### config.mk
export PLATFORM = sky130hd
export DESIGN_NAME = led_matrix_scanner
export DESIGN_NICKNAME = d
export VERILOG_FILES = /design/src/rtl/led_matrix_scanner.sv
export SDC_FILE = /design/constraint.sdc
export NUM_CORES = 1
export LEC_CHECK = 0
export CAP_MARGIN = 20
export CORE_MARGIN = 2
export CORE_UTILIZATION = 50
export DETAILED_ROUTE_END_ITERATION = 10
export PLACE_DENSITY = 0.73
export SLEW_MARGIN = 20
export SYNTH_ARGS = -nofsm -noshare
export SYNTH_HDL_FRONTEND = slang
export SYNTH_SLANG_ARGS = --single-unit
### constraint.sdc
create_clock -name iClk -period 1.9 [get_ports iClk]
set_input_delay 0.57 -clock iClk [delete_from_list [all_inputs] [get_ports iClk]]
set_output_delay 0.57 -clock iClk [all_outputs]
set_load 0.02 [all_outputs]
### src/rtl/led_matrix_scanner.sv
// led_matrix_scanner: row-scanned LED matrix driver with a double-buffered frame input.
// Frames swap only at frame boundaries, and a blanking gap precedes every row.
module led_matrix_scanner #(
  parameter int ROWS = 5,
  parameter int COLS = 5,
  parameter int DWELL_CYC = 1000,
  parameter int BLANK_CYC = 4
) (
  input  logic                 iClk,
  input  logic                 iRst_n,
  input  logic                 iEnable,
  input  logic [ROWS*COLS-1:0] iFrame,
  input  logic                 iFrame_valid,
  output logic                 oFrame_ready,
  output logic [ROWS-1:0]      oRow,
  output logic [COLS-1:0]      oCol,
  output logic                 oFrame_done
);
  localparam int MAXC = DWELL_CYC > BLANK_CYC ? DWELL_CYC : BLANK_CYC;
  localparam int CW = $clog2(MAXC + 1);
  localparam int RW = ROWS > 1 ? $clog2(ROWS) : 1;
  typedef enum logic [1:0] {IDLE, BLANK, DRIVE} state_t;
  state_t state;
  logic [CW-1:0] cnt;
  logic [RW-1:0] row, nextRow;
  logic [ROWS*COLS-1:0] active, pending, shownFrame;
  logic dwellEnd, lastRow, swap;
  assign dwellEnd = state == DRIVE && cnt == CW'(DWELL_CYC - 1);
  assign lastRow = row == RW'(ROWS - 1);
  // Swap needs a full pending buffer, i.e. ready low as registered before this edge.
  assign swap = iEnable && (state == IDLE || (dwellEnd && lastRow)) && !oFrame_ready;
  assign nextRow = (state == IDLE || lastRow) ? '0 : row + RW'(1);
  assign shownFrame = swap ? pending : active;
  always_ff @(posedge iClk or negedge iRst_n)
    if (!iRst_n) begin
      state <= IDLE;
      cnt <= '0;
      row <= '0;
      active <= '0;
      pending <= '0;
      oFrame_ready <= 1'b1;
      oRow <= '0;
      oCol <= '1;
      oFrame_done <= 1'b0;
    end else begin
      oFrame_done <= 1'b0;
      if (iFrame_valid && oFrame_ready) begin
        pending <= iFrame;
        oFrame_ready <= 1'b0;
      end
      if (swap) begin
        active <= pending;
        oFrame_ready <= 1'b1;
      end
      if (!iEnable) begin
        state <= IDLE;
        cnt <= '0;
        row <= '0;
        oRow <= '0;
        oCol <= '1;
      end else if (state == BLANK) begin
        if (cnt == CW'(BLANK_CYC - 1)) begin
          cnt <= '0;
          state <= DRIVE;
          oRow <= ROWS'(1) << row;
          oCol <= ~active[row*COLS +: COLS];
        end else
          cnt <= cnt + CW'(1);
      end else if (state == DRIVE && !dwellEnd)
        cnt <= cnt + CW'(1);
      else begin
        // Leaving IDLE or finishing a dwell: move on to the next row's phase.
        oFrame_done <= state == DRIVE && lastRow;
        row <= nextRow;
        cnt <= '0;
        state <= BLANK_CYC == 0 ? DRIVE : BLANK;
        oRow <= BLANK_CYC == 0 ? ROWS'(1) << nextRow : '0;
        oCol <= BLANK_CYC == 0 ? ~shownFrame[nextRow*COLS +: COLS] : '1;
      end
    end
endmodule

## Yosys cells after proc, flatten, opt, wreduce, memory -nomap -nowiden

Index checks and enable logic that the tools add are counted.

- Register bits: 77
- Input port bits: 29
- Output and inout bits: 12
- Logic and storage cells: 64

- Add/sub/neg operators: 2
- Multipliers: 1
- Equality and inequality tests: 9
- Shifts and indexed selects: 2
- Multiplexer cells: 25
- Bitwise logic cells: 1
- Reduce and logical (&&, ||, !) cells: 15

Operators by type and width:

| kind | number |
|---|---|
| 10-bit 2-to-1 mux | 4 |
| 5-bit 2-to-1 mux | 8 |
| 25-bit by 7-bit indexed part select with 5-bit output | 1 |
| 3-bit 2-to-1 mux | 4 |
| 10-bit by 1-bit adder with 10-bit output (second input constant) | 1 |
| 10-bit == test (second input constant) | 1 |
| 10-bit by 2-bit == test with 1-bit output (second input constant) | 1 |
| 2-bit 2-to-1 mux | 4 |
| 1-bit logical AND | 7 |
| 3-bit by 3-bit multiplier with 6-bit output (second input constant) | 1 |
| 1-bit 2-to-1 mux | 5 |
| 5-bit NOT | 1 |
| 1-bit by 3-bit left shift with 5-bit output (first input constant) | 1 |
| 2-bit inequality test (second input constant) | 2 |
| 2-bit AND reduction | 2 |
| 3-bit by 1-bit adder with 3-bit output (second input constant) | 1 |
| 3-bit == test (second input constant) | 1 |
| 3-bit by 2-bit inequality test with 1-bit output (second input constant) | 1 |
| 3-bit inequality test (second input constant) | 1 |
| 2-bit by 1-bit == test with 1-bit output (second input constant) | 1 |
| 2-bit == test (second input constant) | 1 |
| 1-bit zero test | 2 |
| 2-bit zero test | 1 |
| 1-bit logical OR | 2 |
| 2-bit nonzero test | 1 |

## Logic depth before layout (Yosys ltp)

Gate-level depths: netlist (run 1).

- Word-level depth: 7
- Depth in mapped cells: 8
- Gate-level depth less buffers: 6

## Worst setup path after synthesis (run 1)

Ideal clock, no wire load.

- Path type: register to register
- Start: register row[0]
- End: register active[10]
- Library setup time: 0.125 ns
- Arrival: 1.892 ns
- Required time: 1.775 ns
- Setup slack: -0.117 ns
- Cell stages (with the launch flop): 9
- Path buffers: 2
- Period minus slack after synthesis: 2.017 ns
- Cells stage by stage: dfrtp_1 > buf_2 > inv_1 > ha_1 > nand2_1 > nor4b_2 > a21oi_4 > buf_6 > mux2_4

- Word-level cells in the longest chain between the ends: 5

Ends and longest elaborated chain:

| what | RTL line | RTL |
|---|---|---|
| start: declaration | 25 | `logic [RW-1:0] row, nextRow;` |
| start signal: assignment | 74 | `row <= nextRow;` |
| 3-bit == test | 29 | `assign lastRow = row == RW'(ROWS - 1);` |
| 1-bit logical AND | 31 | `assign swap = iEnable && (state == IDLE \|\| (dwellEnd && lastRow)) && !oFrame_ready;` |
| 1-bit logical OR | 31 |  |
| 1-bit logical AND (2 in a row) | 31 |  |
| end signal: assignment | 52 | `active <= pending;` |
| end: declaration | 26 | `logic [ROWS*COLS-1:0] active, pending, shownFrame;` |

No other way between the ends.
A chain may end at the register's enable or synchronous reset.

## Final worst setup path (run 1)

- Start: register oFrame_done
- End: output oFrame_done

RTL lines:

| what | RTL line | RTL |
|---|---|---|
| start: declaration | 17 | `output logic oFrame_done` |
| start signal: assignment | 73 | `oFrame_done <= state == DRIVE && lastRow;` |

No word-level cell between the ends.

==> impl_metrics.json, run 1 <==
{
  "dominantRegCellSynth": "dfrtp_1",
  "insertion_delay_ns": 0.35,
  "placementRows": 30,
  "yosysTopAreaCellShare_pct": 50.44,
  "netlist_top_cells_area": "dfrtp_1 (50%), mux2_2 (13%), mux2_4 (8.1%), dfstp_2 (4.5%), mux2i_1 (2.3%)",
  "overflow": 0,
  "antenna_found_initial": 0,
  "cp-end-kind": "output pin",
  "fin_setup_tns_ns": 0,
  "report.final.hold_viol_count": 0,
  "clkPwrFrac_pct": 28.5,
  "p_int_mw": 3.404,
  "clock_path_buffers": 2,
  "synth-edff-count": 0,
  "powerDensity_nw_per_um2": 1021,
  "finClkSkew_ns": 0.007411,
  "power_frac_comb_pct": 20.7,
  "drtAntennaViolNets": 0,
  "cp_max_fo": 1,
  "firstDrtPassIters": 4,
  "total_power_mw": 4.524,
  "drt_iter0_markers": 83,
  "synthArstFlopShare_pct": 100.0,
  "power_leakage_nw": 1.996,
  "worstPathRequired_ns": 1.33,
  "synth_cell_type_count": 38,
  "synth_area_um2": 3522,
  "cts-buffers-inserted": 9,
  "crit_path_start_kind": "register",
  "worst_path_dominant_cell_family": "buffers and inverters",
  "port_buffers": 40,
  "postCtsSetupBuffers": 0,
  "rsz0062_at_grt": "no",
  "synth.most_common_cell": "dfrtp_1",
  "ios": 41,
  "fillCellCount": 536,
  "setup_viol": 0,
  "ys_seq_elements": 77,
  "cpMaxStageDelayCell": "clkdlybuf4s50_1",
  "cap_viol_max_count": 0,
  "fin_crit_sh_pct": 97.36,
  "slew_viol_final": 0,
  "switching_share_pct": 24.77,
  "area_delta_synth_final_pct": 25.83,
  "clk_pin_slew_ns": 0.08,
  "worstHoldPathType": "in2async",
  "dp.cells": 412,
  "synth_cells": 268,
  "synth_area_leader_cell": "dfrtp_1",
  "pwr-share-seq_pct": 50.8,
  "gp_congestion": 0.8405,
  "syn_nets": 303,
  "dr_total_vias": 2229,
  "wire_per_inst_um": 15.67,
  "drc": 0,
  "dieHeight_um": 87.93,
  "setup_slack_ns": 0.05021,
  "synth_area_per_cell_um2": 13.14,
  "core_um2": 6794,
  "cp_num_buf_inv": 1,
  "period_needed_ns": 1.850,
  "regArea_um2": 1936,
  "critPathKind": "reg2out",
  "switching_power_mw": 1.121,
  "diodes": 0,
  "dieArea_um2": 7732,
  "crit_chain": "clkdlybuf4s50_1",
  "pre_cts_ws_ns": -0.2002,
  "seq_area_frac_synth_pct": 54.92,
  "drive_above_1_share_pct": 33.73,
  "grt_first_pass_wirelength_um": 11460,
  "cpPeakStageDelay_ns": 0.59,
  "worst_slew_pin_slew_ns": 0.6156,
  "fin_nets": 362,
  "status": "completed",
  "max_slew_margin_pct": 58.87,
  "vias_per_cell": 5.208,
  "grt_pass1_vias": 2321,
  "arrival_ns": 1.28,
  "ir_drop_uv": 776.7,
  "fmax_ghz": 0.5406,
  "start_util_pct": 51.84,
  "ys_warn_count": 0,
  "hpwl_um": 4893,
  "cts_max_level": 3,
  "track_usage_pct": 19.84,
  "cts_tree": "done",
  "dieWidth_um": 87.93,
  "grt_max_degree": 32,
  "layout.cells.non_filler": 428,
  "multi_input_area_um2": 1554,
  "cts_sinks": 77,
  "ctsRootBufferMaster": "clkbuf_8",
  "drt-total-wl_um": 6708,
  "synth_top_cells_by_count": "dfrtp_1 (71), mux2_2 (41), nand2_1 (20)"
}
-- logic make-up after synthesis --
logic type / Yosys count / synth area share, %
compound gates: 22 / 4.405
xor+xnor: 8 / 1.989
fa+ha+maj: 6 / 2.131
buf+inv: 15 / 2.309
flops: 77 / 54.92
mux: 68 / 23.48
simple gates: 72 / 10.76
-- final timing paths --
| path | start | to | slack [ns] | cells past startpoint |
|---|---|---|---|---|
| max | oFrame_done$_DFF_PN0_ | oFrame_done | 0.05 | 1 |
| min | iRst_n | cnt[4]$_DFF_PN0_ | 0.15 | 1 |
| max reg2reg | cnt[0]$_DFF_PN0_ | active[1]$_DFFE_PN0P_ | 0.05 | 6 |
| min reg2reg | cnt[0]$_DFF_PN0_ | cnt[0]$_DFF_PN0_ | 0.49 | 1 |
| max in group asynchronous | iRst_n | oCol[4]$_DFFE_PN1P_ | 1.16 | 2 |
| min in group iClk | cnt[0]$_DFF_PN0_ | cnt[0]$_DFF_PN0_ | 0.49 | 1 |
-- sequential cells by signal, summed over array words and instances (netlist names) --
register,flops
oFrame_ready,1
row,3
state,2
cnt,10
oCol,5
oRow,5
pending,25
oFrame_done,1
active,25
-- layout by cell type, fill, tap and decap left out, drive strengths merged, types with 2 or more instances in the layout --
cell type	synthesis	final
nor3	2	2
mux2	60	60
dfrtp	71	71
nand2	20	20
and4	2	2
nor2b	9	9
o21ai	2	2
o22ai	5	5
dlymetal6s2s	0	5
ha	6	6
mux2i	8	8
and2	2	2
a21oi	6	6
dfstp	6	6
nor3b	2	2
nand2b	2	2
nand4	4	4
buf	6	19
clkbuf	4	13
clkdlybuf4s50	0	28
inv	5	5
xor2	4	4
a22oi	5	5
nor4b	2	2
xnor2	4	4
and3	2	2
nand3	6	6
a41oi	2	2
dlygate4sd2	0	6
nor2	16	16
-- power groups by stage --
stage | Combinational (mW) | Sequential (mW) | Clock [mW]
finish | 0.938 | 2.30 | 1.29
global route | 1.02 | 2.35 | 1.39
CTS | 0.952 | 2.30 | 1.32
detailed placement | 0.958 | 2.33 | 0
global placement | 0.920 | 2.31 | 0
floorplan | 0.679 | 2.26 | 0
-- final cells by class --
| type | count | share of cell area, % |
|---|---|---|
| clock buffers | 13 | 3.811 |
| clock inverters | 3 | 0.9599 |
| inverters | 5 | 0.4235 |
| multi-input cells | 176 | 35.06 |
| flip-flops and latches | 77 | 43.68 |
| well taps | 96 | 2.710 |
| repair buffers | 58 | 13.35 |
-- per-stage QoR --
| stage | hold WS (ns) | area, um^2 | util (%) |
|---|---|---|---|
| 3_3_place_gp | 0.4486 | 4188 | 61.64 |
| 3_5_place_dp | 0.4688 | 4188 | 61.64 |
| 5_1_grt | 0.1601 | 4432 | 65.23 |
| 6_report | 0.1456 | 4432 | 65.23 |
| 4_1_cts | 0.1524 | 4398 | 64.73 |
| 2_1_floorplan | 0.2744 | 3553 | - |
-- timing repair --
item,CTS,global route
pin swaps,0,1
setup endpoints to repair,11,32
hold buffers,0,0
gates resized for setup,8,9
-- layer usage --
layer,wire length [um],vias to the layer above,global-route usage (%)
met4,122,0,6.993
met1,3053,1123,25.51
li1,-,1064,-
met3,208,10,6.221
met2,3324,32,31.89
met5,0,-,0
Power figures use the tool's default switching activity.
==> inputs of run 2 (changes only) <==
ABC_CLOCK_PERIOD_IN_PS = 1900   (was not set)
GPL_TIMING_DRIVEN = 0   (was not set)
TNS_END_PERCENT = 30   (was not set)
==> impl_metrics.json, run 2 (synthesis gave the netlist of run 1 again) <==
{
  "r2r_cells": 7,
  "gp_congestion": 0.7884,
  "setup_slack_ns": -0.006265,
  "cts_max_level": 3,
  "placementRows": 30,
  "report.final.hold_viol_count": 0,
  "clkPwrFrac_pct": 26.4,
  "wire_per_inst_um": 15.79,
  "grt_first_pass_wirelength_um": 11260,
  "reg2reg_from": "cnt[0]$_DFF_PN0_",
  "reg.largest.list": "active (25), pending (25), cnt (10)",
  "dp.cells": 404,
  "cts_hold_buf": 0,
  "setup_viol": 1,
  "pre_cts_ws_ns": -0.3638,
  "area_delta_synth_final_pct": 25.44,
  "cp-end-kind": "register",
  "cts_tree": "done",
  "port_buffers": 39,
  "hpwl_um": 4561,
  "cts-buffers-inserted": 9,
  "layout_common_cells": "dfrtp_1 (69), mux2_2 (41), clkdlybuf4s50_1 (29)",
  "track_usage_pct": 19.25,
  "slew_viol_final": 0,
  "critPathKind": "reg2reg",
  "period_needed_ns": 1.906,
  "antenna_found_initial": 0,
  "fin_setup_tns_ns": -0.006265,
  "dieArea_um2": 7732,
  "core_um2": 6794,
  "ir_drop_uv": 707.2,
  "cts_sinks": 77,
  "clock_path_buffers": 2,
  "pwr-share-seq_pct": 52.3,
  "switching_power_mw": 1.114,
  "r2r_slack_ns": -0.006,
  "power_frac_comb_pct": 21.4,
  "worstHoldPathType": "in2async",
  "grt_max_degree": 48,
  "fillCellCount": 532,
  "ctsRootBufferMaster": "clkbuf_8",
  "worstPathRequired_ns": 2.13,
  "violations": "setup timing",
  "power_leakage_nw": 1.968,
  "finClkSkew_ns": 0.005366,
  "startpoint": "cnt[0]$_DFF_PN0_",
  "arrival_ns": 2.13,
  "multi_input_area_um2": 1546,
  "diodes": 0,
  "fmax_ghz": 0.5246,
  "fin_crit_sh_pct": 100.3,
  "switching_share_pct": 25.33,
  "fin_nets": 369,
  "r2r-end": "active[4]$_DFFE_PN0P_",
  "dieHeight_um": 87.93,
  "drt_iter0_markers": 115,
  "dr_total_vias": 2275,
  "rsz0062_at_grt": "yes",
  "crit_path_start_kind": "register",
  "dieWidth_um": 87.93,
  "powerDensity_nw_per_um2": 995.2,
  "start_util_pct": 51.84,
  "layout.cells.non_filler": 434,
  "status": "finished with violations",
  "cap_viol_max_count": 0,
  "p_int_mw": 3.283,
  "firstDrtPassIters": 4,
  "drtAntennaViolNets": 0,
  "drive_above_1_share_pct": 35.50,
  "layout_commonest_cell": "dfrtp_1",
  "fin_util_pct": 65.03,
  "drt-total-wl_um": 6854,
  "overflow": 0,
  "max_slew_margin_pct": 65.07,
  "worst_slew_pin_slew_ns": 0.5229,
  "vias_per_cell": 5.242,
  "insertion_delay_ns": 0.34,
  "ios": 41,
  "endpoint": "active[4]$_DFFE_PN0P_",
  "drc": 0,
  "cp_max_fo": 7,
  "regArea_um2": 1937,
  "clk_pin_slew_ns": 0.08,
  "grt_pass1_vias": 2275
}
[run 2: cell type report]
cell class	instances	share of cell area, %
Sequential cell	77	43.84
Timing Repair Buffer	57	12.83
Tap cell	96	2.719
Buffer	8	1.105
Clock inverter	5	1.189
Clock buffer	10	2.889
Inverter	5	0.4248
Multi-Input combinational cell	176	35.00
[run 2: how the worst min path moves through the flow]
| stage | start | endpoint | depth (start not counted) |
|---|---|---|---|
| floorplan | iRst_n | active[0]$_DFFE_PN0P_ | 0 |
| global placement | cnt[0]$_DFF_PN0_ | cnt[0]$_DFF_PN0_ | 1 |
| detailed placement | cnt[0]$_DFF_PN0_ | cnt[0]$_DFF_PN0_ | 1 |
| CTS | iRst_n | cnt[4]$_DFF_PN0_ | 1 |
| global route | iRst_n | cnt[4]$_DFF_PN0_ | 1 |
| finish | iRst_n | cnt[4]$_DFF_PN0_ | 1 |
[run 2: power by group through the flow]
stage,Clock (mW),Sequential (mW),Combinational (mW)
2_1_floorplan,0,2.26,0.679
3_3_place_gp,0,2.31,0.891
3_5_place_dp,0,2.33,0.918
4_1_cts,1.20,2.30,0.942
5_1_grt,1.28,2.35,1.02
6_report,1.16,2.30,0.939
[run 2: critical path, stage by stage, from the launching register on]
cell	delay (ns)
dfrtp_1	0.39
ha_2	0.19
and2_4	0.16
and4_4	0.19
a21oi_4	0.29
buf_4	0.17
buf_4	0.09
mux2_2	0.32
[run 2: metrics by stage]
stage / total power, mW / hold WS (ns) / instance area, um^2
2_1_floorplan: 2.934 / 0.2744 / 3553
3_3_place_gp: 3.200 / 0.4467 / 4064
3_5_place_dp: 3.250 / 0.4560 / 4089
4_1_cts: 4.440 / 0.1685 / 4350
5_1_grt: 4.642 / 0.1814 / 4418
6_report: 4.397 / 0.1573 / 4418
[run 2: routing by layer]
metal	routed length, um	vias up	part of all wire, %	track usage (%)
li1	-	1080	-	-
met1	3092	1134	45	26.12
met2	3457	51	50	30.72
met3	179	10	2.6	3.393
met4	124	0	1.8	7.972
met5	0	-	0	0
[run 2: what timing repair did]
action,CTS,global route
endpoints found under the hold margin,0,0
pin swaps,4,2
resized for setup,14,12
setup endpoints to repair,30,54
buffers inserted,7,9
cloned,1,0
==> inputs of run 3 (changes only) <==
RECOVER_POWER = 50   (was not set)
==> impl_metrics.json, run 3 (synthesis gave the netlist of run 1 again) <==
{
  "status": "finished with violations",
  "violations": "setup timing",
  "critPathKind": "reg2reg",
  "fin_crit_sh_pct": 100.4,
  "diodes": 0,
  "port_buffers": 39,
  "r2r-end": "active[4]$_DFFE_PN0P_",
  "placementRows": 30,
  "rsz0062_at_grt": "yes",
  "cts_sinks": 77,
  "area_delta_synth_final_pct": 24.80,
  "cp-end-kind": "register",
  "cts-buffers-inserted": 9,
  "fillCellCount": 533,
  "clock_path_buffers": 2,
  "cp_max_fo": 7,
  "drt_iter0_markers": 115,
  "firstDrtPassIters": 4,
  "max_slew_margin_pct": 48.82,
  "antenna_found_initial": 0,
  "powerDensity_nw_per_um2": 998.4,
  "cap_viol_max_count": 0,
  "grt_pass1_vias": 2275,
  "cts_hold_buf": 0,
  "ctsRootBufferMaster": "clkbuf_8",
  "hpwl_um": 4561,
  "ir_drop_uv": 706.9,
  "fin_nets": 369,
  "dp.cells": 404,
  "reg2reg_from": "cnt[0]$_DFF_PN0_",
  "period_needed_ns": 1.907,
  "fin_util_pct": 64.70,
  "reg.largest.list": "active (25), pending (25), cnt (10)",
  "clk_pin_slew_ns": 0.08,
  "layout.cells.non_filler": 434,
  "start_util_pct": 51.84,
  "dieArea_um2": 7732,
  "finClkSkew_ns": 0.004822,
  "slew_viol_final": 0,
  "ios": 41,
  "worstPathRequired_ns": 2.12,
  "worstHoldPathType": "in2async",
  "vias_per_cell": 5.253,
  "drtAntennaViolNets": 0,
  "cts_tree": "done",
  "drive_above_1_share_pct": 35.50,
  "crit_path_start_kind": "register",
  "gp_congestion": 0.7884,
  "setup_viol": 1,
  "fin_setup_tns_ns": -0.006993,
  "report.final.hold_viol_count": 0,
  "track_usage_pct": 19.25,
  "r2r_cells": 7,
  "arrival_ns": 2.13,
  "drt-total-wl_um": 6846,
  "grt.busiest_layer": "met2",
  "met1_usage_pct": 26.12,
  "insertion_delay_ns": 0.34,
  "drc": 0,
  "fmax_ghz": 0.5244,
  "dr_total_vias": 2280,
  "use_met3_pct": 3.393,
  "layout_common_cells": "dfrtp_1 (69), mux2_2 (41), clkdlybuf4s50_1 (29)",
  "grt_max_degree": 48,
  "r2r_slack_ns": -0.007,
  "grt_first_pass_wirelength_um": 11260,
  "layout_commonest_cell": "dfrtp_1",
  "setup_slack_ns": -0.006993,
  "overflow": 0,
  "cts_max_level": 3,
  "wire_per_inst_um": 15.77,
  "dieHeight_um": 87.93,
  "power_leakage_nw": 1.959,
  "worst_slew_pin_slew_ns": 0.7677,
  "use_met2_pct": 30.72,
  "dieWidth_um": 87.93,
  "core_um2": 6794
}
[run 3: worst max-delay path by stage]
stage                       start                       to  slack, ns
2_1_floorplan  row[0]$_DFFE_PN0P_   active[10]$_DFFE_PN0P_      0.002
3_3_place_gp               iRst_n       row[0]$_DFFE_PN0P_      -2.65
3_5_place_dp         iFrame_valid  pending[18]$_DFFE_PN0P_      -0.36
4_1_cts          cnt[1]$_DFF_PN0_   active[15]$_DFFE_PN0P_      -0.04
5_1_grt          cnt[3]$_DFF_PN0_   active[15]$_DFFE_PN0P_      -0.06
6_report         cnt[0]$_DFF_PN0_    active[4]$_DFFE_PN0P_     -0.007
[run 3: report_power, final]
group          total [mW]  internal, mW  switching (mW)
registers            2.30          2.06           0.237
logic               0.933         0.624           0.309
clock network        1.16         0.593           0.564
[run 3: routing by layer]
metal | vias to the layer above | share of wire [%]
met4 | 0 | 1.8
li1 | 1081 | -
met3 | 11 | 2.6
met5 | - | 0
met1 | 1138 | 45
met2 | 50 | 50
[run 3: stage by stage]
step | power [mW] | setup slack (ns) | area [um^2] | hold slack [ns]
2_1_floorplan | 2.934 | 0.002407 | 3553 | 0.2744
3_3_place_gp | 3.200 | -2.653 | 4064 | 0.4467
3_5_place_dp | 3.250 | -0.3638 | 4089 | 0.4560
4_1_cts | 4.440 | -0.04262 | 4350 | 0.1685
5_1_grt | 4.635 | -0.06169 | 4395 | 0.3427
6_report | 4.388 | -0.006993 | 4395 | 0.2889
[run 3: worst max-delay path, stage by stage (launching register included)]
cell	delay [ns]
dfrtp_1	0.39
ha_2	0.19
and2_4	0.16
and4_4	0.19
a21oi_4	0.29
buf_4	0.17
buf_4	0.09
mux2_2	0.32
[run 3: timing repair]
item	4_1_cts	5_1_grt
gates cloned	1	0
buffers inserted	7	9
pin swaps	4	2
hold endpoints to repair	0	0
resized for setup	14	12
endpoints found under the setup margin	30	54
[run 3: final cells by class]
class	instances	area, um^2	share of cell area, %
tap	96	120.1	2.733
timing repair buffer	57	544.3	12.38
buffer	8	48.80	1.110
clock buffer	10	127.6	2.903
clock inverter	5	52.55	1.196
sequential	77	1937	44.06
inverter	5	18.77	0.4270
multi-input combinational	176	1546	35.18
